File: config.mk
export PLATFORM = sky130hd
export DESIGN_NAME = cmul_result_fifo_flat
export DESIGN_NICKNAME = d
export VERILOG_FILES = /design/src/rtl/cmul_result_fifo_if.sv /design/src/rtl/cmul_result_fifo.sv /design/src/flat_wrapper.sv
export SDC_FILE = /design/constraint.sdc
export NUM_CORES = 1
export LEC_CHECK = 0
export CORE_MARGIN = 5
export CORE_UTILIZATION = 30
export CTS_CLUSTER_SIZE = 20
export DETAILED_ROUTE_END_ITERATION = 10
export GPL_TIMING_DRIVEN = 0
export HOLD_SLACK_MARGIN = 0.03
export PLACE_DENSITY = 0.49
export SLEW_MARGIN = 20
export SYNTH_ARGS = -nofsm -noshare
export SYNTH_HDL_FRONTEND = slang
export SYNTH_SLANG_ARGS = --single-unit
File: constraint.sdc
create_clock -name clk -period 6.5 [get_ports clk]
set_input_delay 1.3 -clock clk [delete_from_list [all_inputs] [get_ports clk]]
set_output_delay 1.3 -clock clk [all_outputs]
set_load 0.05 [all_outputs]
File: src/rtl/cmul_result_fifo_if.sv
// Handshake bundle between the constant multiplier, the result FIFO and its consumer.
// slave: the FIFO side. master: the producer/consumer side.
interface cmul_result_fifo_if #(
  parameter int N = 4
);
  localparam int DW = 2**N;

  logic          in_valid;
  logic          in_ready;
  logic [DW-1:0] mul_result;
  logic [DW-1:0] out_data;
  logic          out_valid;
  logic          out_ready;

  modport slave (
    input  in_valid, mul_result, out_ready,
    output in_ready, out_data, out_valid
  );

  modport master (
    output in_valid, mul_result, out_ready,
    input  in_ready, out_data, out_valid
  );
endinterface

File: src/rtl/cmul_result_fifo.sv
// Result buffer behind the non-stalling ~1/sqrt2 multiplier: tracks operand validity
// through the LAT-cycle pipeline, stores results in a FWFT FIFO, and reserves room for in-flight samples.
module cmul_result_fifo #(
  parameter int N     = 4,
  parameter int LAT   = 2,
  parameter int DEPTH = 8,
  parameter int AW    = 3
) (
  input  logic                clk,
  input  logic                rst,
  cmul_result_fifo_if.slave   bus,
  output logic [AW:0]         count,
  output logic                err,
  output logic                overflow
);
  localparam int          DW   = 2**N;
  localparam int          IW   = $clog2(LAT + 1);
  localparam logic [AW:0] FULL = (AW+1)'(DEPTH);

  logic [LAT-1:0] vd;
  logic [IW-1:0]  inflight;
  logic [AW+1:0]  reserved;
  logic [DW-1:0]  mem [DEPTH];
  logic [AW-1:0]  rd_ptr;
  logic [AW-1:0]  wr_ptr;
  logic           wr_req;
  logic           rd;
  logic           wr;

  always_comb begin
    inflight = '0;
    for (int unsigned i = 0; i < LAT; i++) begin
      inflight = inflight + IW'(vd[i]);
    end
  end

  // Space already promised to in-flight samples counts as used; a same-cycle read does not help.
  assign reserved      = (AW+2)'(count) + (AW+2)'(inflight);
  assign bus.in_ready  = reserved < (AW+2)'(DEPTH);

  assign bus.out_valid = (count != '0);
  assign bus.out_data  = mem[rd_ptr];

  assign wr_req = vd[LAT-1];
  assign rd     = bus.out_valid && bus.out_ready;
  assign wr     = wr_req && ((count < FULL) || rd);

  always_ff @(posedge clk or negedge rst) begin
    if (!rst) begin
      vd       <= '0;
      rd_ptr   <= '0;
      wr_ptr   <= '0;
      count    <= '0;
      err      <= 1'b0;
      overflow <= 1'b0;
      for (int unsigned i = 0; i < DEPTH; i++) begin
        mem[i] <= '0;
      end
    end else begin
      vd[0] <= bus.in_valid;
      for (int unsigned i = 1; i < LAT; i++) begin
        vd[i] <= vd[i-1];
      end

      if (wr) begin
        mem[wr_ptr] <= bus.mul_result;
        wr_ptr      <= wr_ptr + 1'b1;
      end
      if (rd) begin
        rd_ptr <= rd_ptr + 1'b1;
      end

      case ({wr, rd})
        2'b10:   count <= count + 1'b1;
        2'b01:   count <= count - 1'b1;
        default: count <= count;
      endcase

      if (bus.in_valid && !bus.in_ready) begin
        err <= 1'b1;
      end
      if (wr_req && !wr) begin
        overflow <= 1'b1;
      end
    end
  end
endmodule

File: src/flat_wrapper.sv
// flat-port wrapper written by rule: the top's interface ports become plain ports
module cmul_result_fifo_flat 
#(
  parameter int N     = 4,
  parameter int LAT   = 2,
  parameter int DEPTH = 8,
  parameter int AW    = 3
)
  (clk, rst, count, err, overflow, bus_in_valid, bus_mul_result, bus_out_ready, bus_in_ready, bus_out_data, bus_out_valid);
  cmul_result_fifo_if #(.N(N)) bus_i ();
  input  logic clk;
  input  logic rst;
  output logic [AW:0] count;
  output logic err;
  output logic overflow;
  input wire logic [$bits(bus_i.in_valid)-1:0] bus_in_valid;
  input wire logic [$bits(bus_i.mul_result)-1:0] bus_mul_result;
  input wire logic [$bits(bus_i.out_ready)-1:0] bus_out_ready;
  output wire logic [$bits(bus_i.in_ready)-1:0] bus_in_ready;
  output wire logic [$bits(bus_i.out_data)-1:0] bus_out_data;
  output wire logic [$bits(bus_i.out_valid)-1:0] bus_out_valid;
  assign bus_i.in_valid = bus_in_valid;
  assign bus_i.mul_result = bus_mul_result;
  assign bus_i.out_ready = bus_out_ready;
  assign bus_in_ready = bus_i.in_ready;
  assign bus_out_data = bus_i.out_data;
  assign bus_out_valid = bus_i.out_valid;
  cmul_result_fifo #(.N(N), .LAT(LAT), .DEPTH(DEPTH), .AW(AW)) u_core (.clk(clk), .rst(rst), .bus(bus_i), .count(count), .err(err), .overflow(overflow));
endmodule
==> results.json, run 1 <==
{
  "power_frac_comb_pct": 47.5,
  "fin_nets": 490,
  "critPathBufInv": 3,
  "synthTopCellsByArea": "dfrtp_1 54%, mux2_2 23%, mux4_2 11%, mux2_4 2.3%, ha_1 1.1%",
  "critPathTopFamily": "buffers and inverters",
  "rsz0062_at_grt": "no",
  "grtUsageTotal_pct": 12.9,
  "gp_congestion": 0.689,
  "status": "complete, no violations",
  "start_kind": "register",
  "ys_ff_latch": 142,
  "maxCapViolations": 0,
  "yosysUniqueCellTypes": 41,
  "min_period_ns": 4.63,
  "port-buffer-count": 43,
  "drive_gt1_share_pct": 50.0,
  "ios": 44,
  "holdWs_ns": 0.386,
  "crit_slowest_cell": "clkdlybuf4s50_1",
  "seqPwrFrac_pct": 31.9,
  "max_slew_margin_pct": 35.3,
  "grt_max_degree": 84,
  "overflow": 0,
  "cp_common_cell": "clkbuf_1",
  "antenna_found_initial": 0,
  "postCtsResizedCells": 0,
  "ys_seq_area_share_pct": 54.0,
  "cts-root-buf": "clkbuf_16",
  "n_fill_cell": 2048,
  "r2r-start": "u_core.count[3]",
  "reg2reg_depth": 8,
  "vias": 3671,
  "skew_ns": 0.00817,
  "start_util_pct": 30.4,
  "startpoint": "u_core.rd_ptr[1]",
  "rrSetupSlack_ns": 3.35,
  "hold_violations": 0,
  "final.setup.worst_slack_ns": 1.87,
  "syn_inst": 400,
  "final_max_slew_viol_count": 0,
  "min_from": "u_core.vd[0]",
  "worst_path_largest_cell_delay_ns": 0.72,
  "min_to": "u_core.vd[1]",
  "fp.coreArea_mm2": 0.0217,
  "leakagePower_uw": 0.00330,
  "grt_pass1_vias": 4136,
  "clock_latency_ns": 0.42,
  "design.die.area_mm2": 0.0250,
  "dp_hpwl_um": 9640,
  "drtAntennaViolNets": 0,
  "worstPathCellList": "clkbuf_1, clkbuf_1, mux4_2, mux2_2, clkdlybuf4s50_1",
  "fmax_ghz": 0.216,
  "critical_path_arrival_ns": 3.33,
  "synth_top_area_share_pct": 54.0,
  "min_path_type": "register to register",
  "synth_area_mm2": 0.00659,
  "setup_viol": 0,
  "drt_pass1_iterations": 4,
  "wirelength_um": 15100,
  "wl_per_cell_um": 20.0,
  "avgSynthCellArea_um2": 16.5,
  "die_y_um": 158,
  "critical_path_class": "register to output pin",
  "cts_setup_buffers": 0,
  "switchingPower_uw": 1760,
  "r2r_end": "u_core.count[3]",
  "p_int_uw": 3090,
  "drt_iter0_drc": 138,
  "switching_share_pct": 36.3,
  "yosysWarnings": 0,
  "syn_nets": 427,
  "drc": 0,
  "tightest_slew_ns": 0.971,
  "post-place-ws_ns": 2.30,
  "ir_drop_uv": 326,
  "grt_pass1_wl_um": 23900,
  "clk_pin_slew_ns": 0.06,
  "power_frac_clock_pct": 20.5,
  "cts_tree": "done",
  "fin_crit_sh_pct": 71.2,
  "cts_buffers": 17,
  "holdBufCountCts": 0,
  "worst_ep_required_time_ns": 5.20,
  "critPathCaptureType": "output pin",
  "p_per_area_mw_per_mm2": 607,
  "cp_max_fo": 10,
  "synth_top_cell_by_area": "dfrtp_1",
  "clockBufferDepth": 2,
  "rows": 54,
  "area.growth.synth_to_final_pct": 21.5,
  "insertedDiodeCount": 0,
  "clkSinkCount": 142,
  "h-tree-depth": 4,
  "fp.dieW_um": 158,
  "via_per_inst": 4.86,
  "hold_depth": 0
}
==> synth_stat cells (all sizes together) <==
cell,count
mux2,147
dfrtp,142
mux4,32
buf,16
clkbuf,7
nand3,7
nor3b,7
ha,6
inv,6
xnor2,5
nand2,3
a21o,2
a21oi,2
a2111o,1
a31oi,1
and3,1
and3b,1
fa,1
mux2i,1
nand3b,1
nor2b,1
nor3,1
o211ai,1
o21ai,1
o21bai,1
o311ai,1
or2b,1
or3b,1
or4,1
or4b,1
xor2,1
==> registers in the layout, indices dropped and copies added, names as in the netlist <==
register,flops
u_core.rd_ptr,3
u_core.vd,2
u_core.err,1
u_core.mem,128
u_core.count,4
u_core.wr_ptr,3
u_core.overflow,1
==> through the flow <==
stage               TNS (ns)  instance area (um^2)  utilization, %  std cells  total power (uW)
global placement     -218.93                  7370            34.0        723              3840
finish                     0                  8000            36.9        756              4860
detailed placement         0                  7400            34.1        724              3910
global route               0                  8000            36.9        756              5130
floorplan                  0                  6590               -        400              3250
CTS                        0                  8000            36.9        756              4930
==> layout by cell type, fill, tap and decap left out, drive strengths merged, types with 2 or more instances in the layout <==
| cell type | Yosys | final |
|---|---|---|
| buf | 16 | 18 |
| nor3b | 7 | 7 |
| a21oi | 2 | 2 |
| bufinv | 0 | 3 |
| dfrtp | 142 | 142 |
| nand3 | 7 | 7 |
| clkinvlp | 0 | 5 |
| clkdlybuf4s50 | 0 | 42 |
| nand2 | 3 | 3 |
| clkinv | 0 | 2 |
| clkbuf | 7 | 29 |
| mux4 | 32 | 32 |
| inv | 6 | 6 |
| mux2 | 147 | 147 |
| ha | 6 | 6 |
| a21o | 2 | 2 |
| xnor2 | 5 | 5 |
==> cell type report <==
type	instances	area, um^2	area share (%)
plain buffers	23	144	1.80
clock buffers	22	464	5.80
clock inverters	10	138	1.72
inverters	6	22.5	0.282
multi-input cells	229	2870	35.8
flip-flops and latches	142	3550	44.4
well taps	280	350	4.38
repair buffers	44	463	5.79
==> power groups by stage <==
stage / Sequential, uW / Combinational (uW) / Clock [uW]
floorplan: 1530 / 1720 / 0
global route: 1600 / 2460 / 1060
global placement: 1540 / 2300 / 0
detailed placement: 1570 / 2340 / 0
CTS: 1550 / 2360 / 1020
finish: 1550 / 2310 / 998
==> worst reg2reg max path, stage by stage (launching register included) <==
cell and delay (ns):
dfrtp_1 0.45, or4_2 0.75, nand2_1 0.18, inv_1 0.06, ha_1 0.29, ha_1 0.39, or4b_2 0.65, o311ai_0 0.13
o211ai_1 0.13
==> logic make-up after synthesis <==
kind of cell | after synthesis | synth area share (%)
flops | 142 | 54.0
compound gates | 10 | 1.10
simple gates | 26 | 3.36
xor+xnor | 6 | 0.798
mux | 180 | 36.8
buf+inv | 29 | 2.53
fa+ha+maj | 7 | 1.44
==> how the worst max path moves through the flow <==
stage,cells past startpoint,endpoint,slack (ns)
2_1_floorplan,3,bus_in_ready,3.15
3_3_place_gp,1,u_core.mem[50],-1.56
3_5_place_dp,5,bus_out_data[7],2.30
4_1_cts,5,bus_out_data[7],1.84
5_1_grt,5,bus_out_data[7],1.76
6_report,5,bus_out_data[7],1.87
==> per-layer routing <==
layer  up-vias  part of all wire, %  global-route usage [%]
li1       1620                    -                       -
met1      1979                   46                    17.3
met2        58                   49                    20.8
met3        14                  3.2                    3.09
met4         0                 0.99                    3.78
met5         -                    0                       0
Power figures use the tool's default switching activity.
==> run 2: changes to the inputs <==
PLACE_DENSITY = 0.51   (was 0.49)
clock period = 3.74 ns   (was 6.5 ns; I/O delays follow)
==> results.json, run 2 (same netlist as run 1, synthesis figures left out) <==
{
  "seq_area_mm2": 0.00355,
  "max_slew_margin_pct": 48.0,
  "drc": 0,
  "grt.busiest_layer": "met2",
  "gp_congestion": 0.706,
  "hold_violations": 0,
  "total_power_uw": 8430,
  "fp.dieW_um": 158,
  "worst_ep_required_time_ns": 2.99,
  "grt_pass1_wl_um": 23600,
  "worst-path-stages": 5,
  "largest_reg_flops": 128,
  "critPathBufInv": 3,
  "ios": 44,
  "cts_buffers": 17,
  "via_per_inst": 4.87,
  "grt_pass1_vias": 4066,
  "final_max_slew_viol_count": 0,
  "p_per_area_mw_per_mm2": 1050,
  "clkSinkCount": 142,
  "fmax_ghz": 0.277,
  "setup_viol": 0,
  "rsz0062_at_grt": "no",
  "fin_nets": 489,
  "fin_crit_sh_pct": 96.6,
  "cts_tree": "done",
  "h-tree-depth": 4,
  "clockBufferDepth": 2,
  "drt_pass1_iterations": 4,
  "grtUsageTotal_pct": 12.6,
  "final_cell_mix": "142 x dfrtp_1, 137 x mux2_2, 32 x mux4_2, 32 x clkdlybuf4s50_1, 17 x clkbuf_16",
  "final_common_cell": "dfrtp_1",
  "startpoint": "u_core.rd_ptr[1]",
  "largestRegisters": "u_core.mem: 128 flops, u_core.count: 4 flops",
  "insertedDiodeCount": 0,
  "wirelength_um": 14800,
  "drtAntennaViolNets": 0,
  "dp_hpwl_um": 9660,
  "start_kind": "register",
  "r2r-start": "u_core.count[3]",
  "wl_per_cell_um": 19.5,
  "overflow": 0,
  "r2r_end": "u_core.count[3]",
  "cts-root-buf": "clkbuf_16",
  "min_path_type": "primary input to asynchronous set/reset pin",
  "cp_max_fo": 10,
  "maxCapViolations": 0,
  "clock_latency_ns": 0.41,
  "port-buffer-count": 43,
  "tightest_slew_ns": 0.775,
  "worst_path_largest_cell_delay_ns": 0.71,
  "largest_register": "u_core.mem",
  "final_util_pct": 37.1,
  "critical_path_class": "register to output pin",
  "multi_input_area_mm2": 0.00287,
  "skew_ns": 0.00778,
  "vias": 3674,
  "start_util_pct": 30.4,
  "final_cell_area_mm2": 0.00804,
  "globalRouteMet3Util_pct": 3.23,
  "antenna_found_initial": 0,
  "reg2reg_depth": 8,
  "placed_cell_area_mm2": 0.00740,
  "drive_gt1_share_pct": 50.3,
  "grt_max_degree": 83,
  "status": "complete, no violations",
  "design.die.area_mm2": 0.0250,
  "die_y_um": 158,
  "area.growth.synth_to_final_pct": 22.2,
  "clk_pin_slew_ns": 0.06,
  "fp.coreArea_mm2": 0.0217,
  "ir_drop_uv": 669,
  "critPathCaptureType": "output pin",
  "critPathTopFamily": "buffers and inverters",
  "min_period_ns": 3.61,
  "endpoint": "bus_out_data[14]",
  "crit_slowest_cell": "clkdlybuf4s50_1",
  "use_met2_pct": 20.6,
  "rrSetupSlack_ns": 0.63,
  "worstPathCellList": "clkbuf_1, clkbuf_2, mux4_2, mux2_2, clkdlybuf4s50_1",
  "grt_use_met1_pct": 16.6,
  "drt_iter0_drc": 146,
  "critical_path_arrival_ns": 2.86,
  "leakagePower_uw": 0.00345,
  "rows": 54,
  "n_fill_cell": 2006
}
run 2: timing repair:
item,in CTS,in global routing
resized for setup,8,11
endpoints found under the setup margin,16,10
setup buffers,0,0
hold buffers,0,0
gates cloned,0,0
run 2: layout make-up:
type	instances	area share, %
flip-flops and latches	142	44.2
well taps	280	4.36
clock inverters	5	1.28
plain buffers	22	1.98
repair buffers	44	6.07
clock buffers	27	6.25
inverters	6	0.280
multi-input cells	229	35.6
run 2: per-stage QoR:
step	hold slack, ns	setup WS [ns]	TNS [ns]	instances
3_3_place_gp	0.364	-3.51	-496.37	723
2_1_floorplan	0.357	0.397	0	400
3_5_place_dp	0.374	0.111	0	724
4_1_cts	0.267	0.0118	0	755
6_report	0.243	0.128	0	755
5_1_grt	0.293	0.00129	0	755
run 2: report_power, final:
group          internal [uW]  switching [uW]  leakage, uW  total, uW
combinational           2000            1970      0.00146       3970
clock                   1120             611     0.000292       1730
sequential              2300             427      0.00170       2730
total                   5420            3010      0.00345       8430
run 2: worst min path at each step:
stage | startpoint | to | slack (ns) | cells past startpoint
after floorplan | u_core.vd[0] | u_core.vd[1] | 0.36 | 0
after global placement | u_core.vd[0] | u_core.vd[1] | 0.36 | 0
after detailed placement | u_core.vd[0] | u_core.vd[1] | 0.37 | 0
after CTS | rst | u_core.mem[56] | 0.27 | 1
after global routing | rst | u_core.mem[56] | 0.29 | 1
final | rst | u_core.mem[40] | 0.24 | 1
run 2: per-layer routing:
| metal | up-vias | part of all wire, % | wire length [um] |
|---|---|---|---|
| met5 | - | 0 | 0 |
| met4 | 0 | 1.6 | 236 |
| met3 | 14 | 3.4 | 497 |
| met2 | 61 | 49 | 7230 |
| met1 | 1960 | 46 | 6790 |
| li1 | 1639 | - | - |
==> run 3: changes to the inputs <==
RECOVER_POWER = 25   (was unset)
==> results.json, run 3 (same netlist as run 1, synthesis figures left out) <==
{
  "fin_nets": 489,
  "largest_register": "u_core.mem",
  "insertedDiodeCount": 0,
  "crit_slowest_cell": "clkdlybuf4s50_1",
  "critical_path_class": "register to output pin",
  "final_max_slew_viol_count": 62,
  "clockBufferDepth": 2,
  "failed_checks": "capacitance limit, slew limit",
  "leakagePower_uw": 0.00343,
  "drtAntennaViolNets": 0,
  "power_frac_comb_pct": 47.0,
  "gp_congestion": 0.706,
  "cts_tree": "done",
  "maxCapViolations": 1,
  "max_slew_margin_pct": -3.70,
  "drc": 0,
  "drt_pass1_iterations": 4,
  "antenna_found_initial": 0,
  "grt_max_degree": 83,
  "ios": 44,
  "final_common_cell": "dfrtp_1",
  "status": "finished with violations",
  "worst_ep_required_time_ns": 2.99,
  "drt_iter0_drc": 138,
  "drive_gt1_share_pct": 50.3,
  "switching_share_pct": 35.7,
  "p_per_area_mw_per_mm2": 1050,
  "h-tree-depth": 4,
  "largestRegisters": "u_core.mem: 128 flops, u_core.count: 4 flops",
  "n_fill_cell": 2009,
  "p_int_uw": 5410,
  "critPathBufInv": 3,
  "holdBufCountCts": 0,
  "skew_ns": 0.00654,
  "switchingPower_uw": 3010,
  "clkSinkCount": 142,
  "largest_reg_flops": 128,
  "setup_viol": 0,
  "grt_pass1_vias": 4066,
  "setup-tns-final_ns": 0,
  "port-buffer-count": 43,
  "grt_pass1_wl_um": 23600,
  "hold_violations": 0,
  "power_frac_clock_pct": 20.6,
  "grtUsageTotal_pct": 12.6,
  "fp.dieW_um": 158,
  "design.die.area_mm2": 0.0250,
  "rows": 54,
  "min_path_type": "register to register",
  "wl_per_cell_um": 19.6,
  "start_util_pct": 30.4,
  "via_per_inst": 4.89,
  "fin_crit_sh_pct": 96.4,
  "overflow": 0,
  "dp_hpwl_um": 9660,
  "post-place-ws_ns": 0.111,
  "critPathCaptureType": "output pin",
  "final_cell_area_mm2": 0.00801,
  "worstPathCellList": "clkbuf_1, clkbuf_2, mux4_2, mux2_2, clkdlybuf4s50_1",
  "vias": 3694,
  "fmax_ghz": 0.277,
  "cts_buffers": 17,
  "start_kind": "register",
  "final.setup.worst_slack_ns": 0.134,
  "total_power_uw": 8420,
  "wirelength_um": 14800,
  "seqPwrFrac_pct": 32.4,
  "min_period_ns": 3.61,
  "tightest_slew_ns": 1.56,
  "ir_drop_uv": 668,
  "area.growth.synth_to_final_pct": 21.7,
  "clk_pin_slew_ns": 0.05,
  "fp.coreArea_mm2": 0.0217,
  "cts-root-buf": "clkbuf_16",
  "worst_path_largest_cell_delay_ns": 0.71,
  "final_cell_mix": "142 x dfrtp_1, 137 x mux2_2, 32 x mux4_2",
  "die_y_um": 158,
  "placed_cell_area_mm2": 0.00740,
  "cp_max_fo": 10,
  "clock_latency_ns": 0.41,
  "critical_path_arrival_ns": 2.86,
  "rsz0062_at_grt": "no",
  "critPathTopFamily": "buffers and inverters"
}
## run 3: power by group through the flow
stage	logic, uW	registers (uW)	clock network [uW]
after CTS	4070	2730	1780
after detailed placement	4070	2730	0
after global routing	4240	2820	1850
after floorplan	2980	2660	0
final	3960	2730	1730
after global placement	3990	2670	0
## run 3: worst paths after layout
kind	start	to	slack, ns	depth (start not counted)
hold reg to reg	u_core.vd[0]	u_core.vd[1]	0.38	0
setup / recovery	u_core.rd_ptr[1]	bus_out_data[14]	0.13	5
hold / removal	u_core.vd[0]	u_core.vd[1]	0.38	0
min in group asynchronous	rst	u_core.mem[40]	0.69	1
max in group asynchronous	rst	u_core.mem[98]	1.07	2
setup reg to reg	u_core.count[3]	u_core.count[3]	0.63	8
## run 3: layer usage
metal  part of all wire, %  vias up  global-route usage, %  wire [um]
li1                      -     1643                      -          -
met3                   3.4       14                   3.23        506
met4                   1.6        0                   3.86        235
met5                     0        -                      0          0
met2                    49       58                   20.6       7270
met1                    46     1979                   16.6       6770
## run 3: through the flow
stage,hold slack [ns],utilization [%],std cells
4_1_cts,0.267,37.0,755
5_1_grt,0.417,37.0,755
3_5_place_dp,0.374,34.1,724
2_1_floorplan,0.357,-,400
6_report,0.384,37.0,755
3_3_place_gp,0.364,34.0,723
## run 3: final cells by class
cell class	count	area, um^2	share of cell area, %
Tap cell	280	350	4.37
Sequential cell	142	3550	44.3
Inverter	6	22.5	0.281
Timing Repair Buffer	44	458	5.71
Clock inverter	5	103	1.28
Buffer	22	159	1.98
Multi-Input combinational cell	229	2870	35.8
Clock buffer	27	503	6.28
## run 3: repair_timing
item / in CTS / in global routing
gates cloned: 0 / 0
setup buffers: 0 / 0
endpoints found under the setup margin: 16 / 10
gates resized for setup: 8 / 11
## run 3: worst register-to-register path, stage by stage, from the launching register on
cell	delay, ns
dfrtp_1	0.46
or4_2	0.75
nand2_1	0.16
inv_1	0.06
ha_1	0.28
ha_1	0.39
or4b_2	0.65
o311ai_0	0.12
o211ai_1	0.12
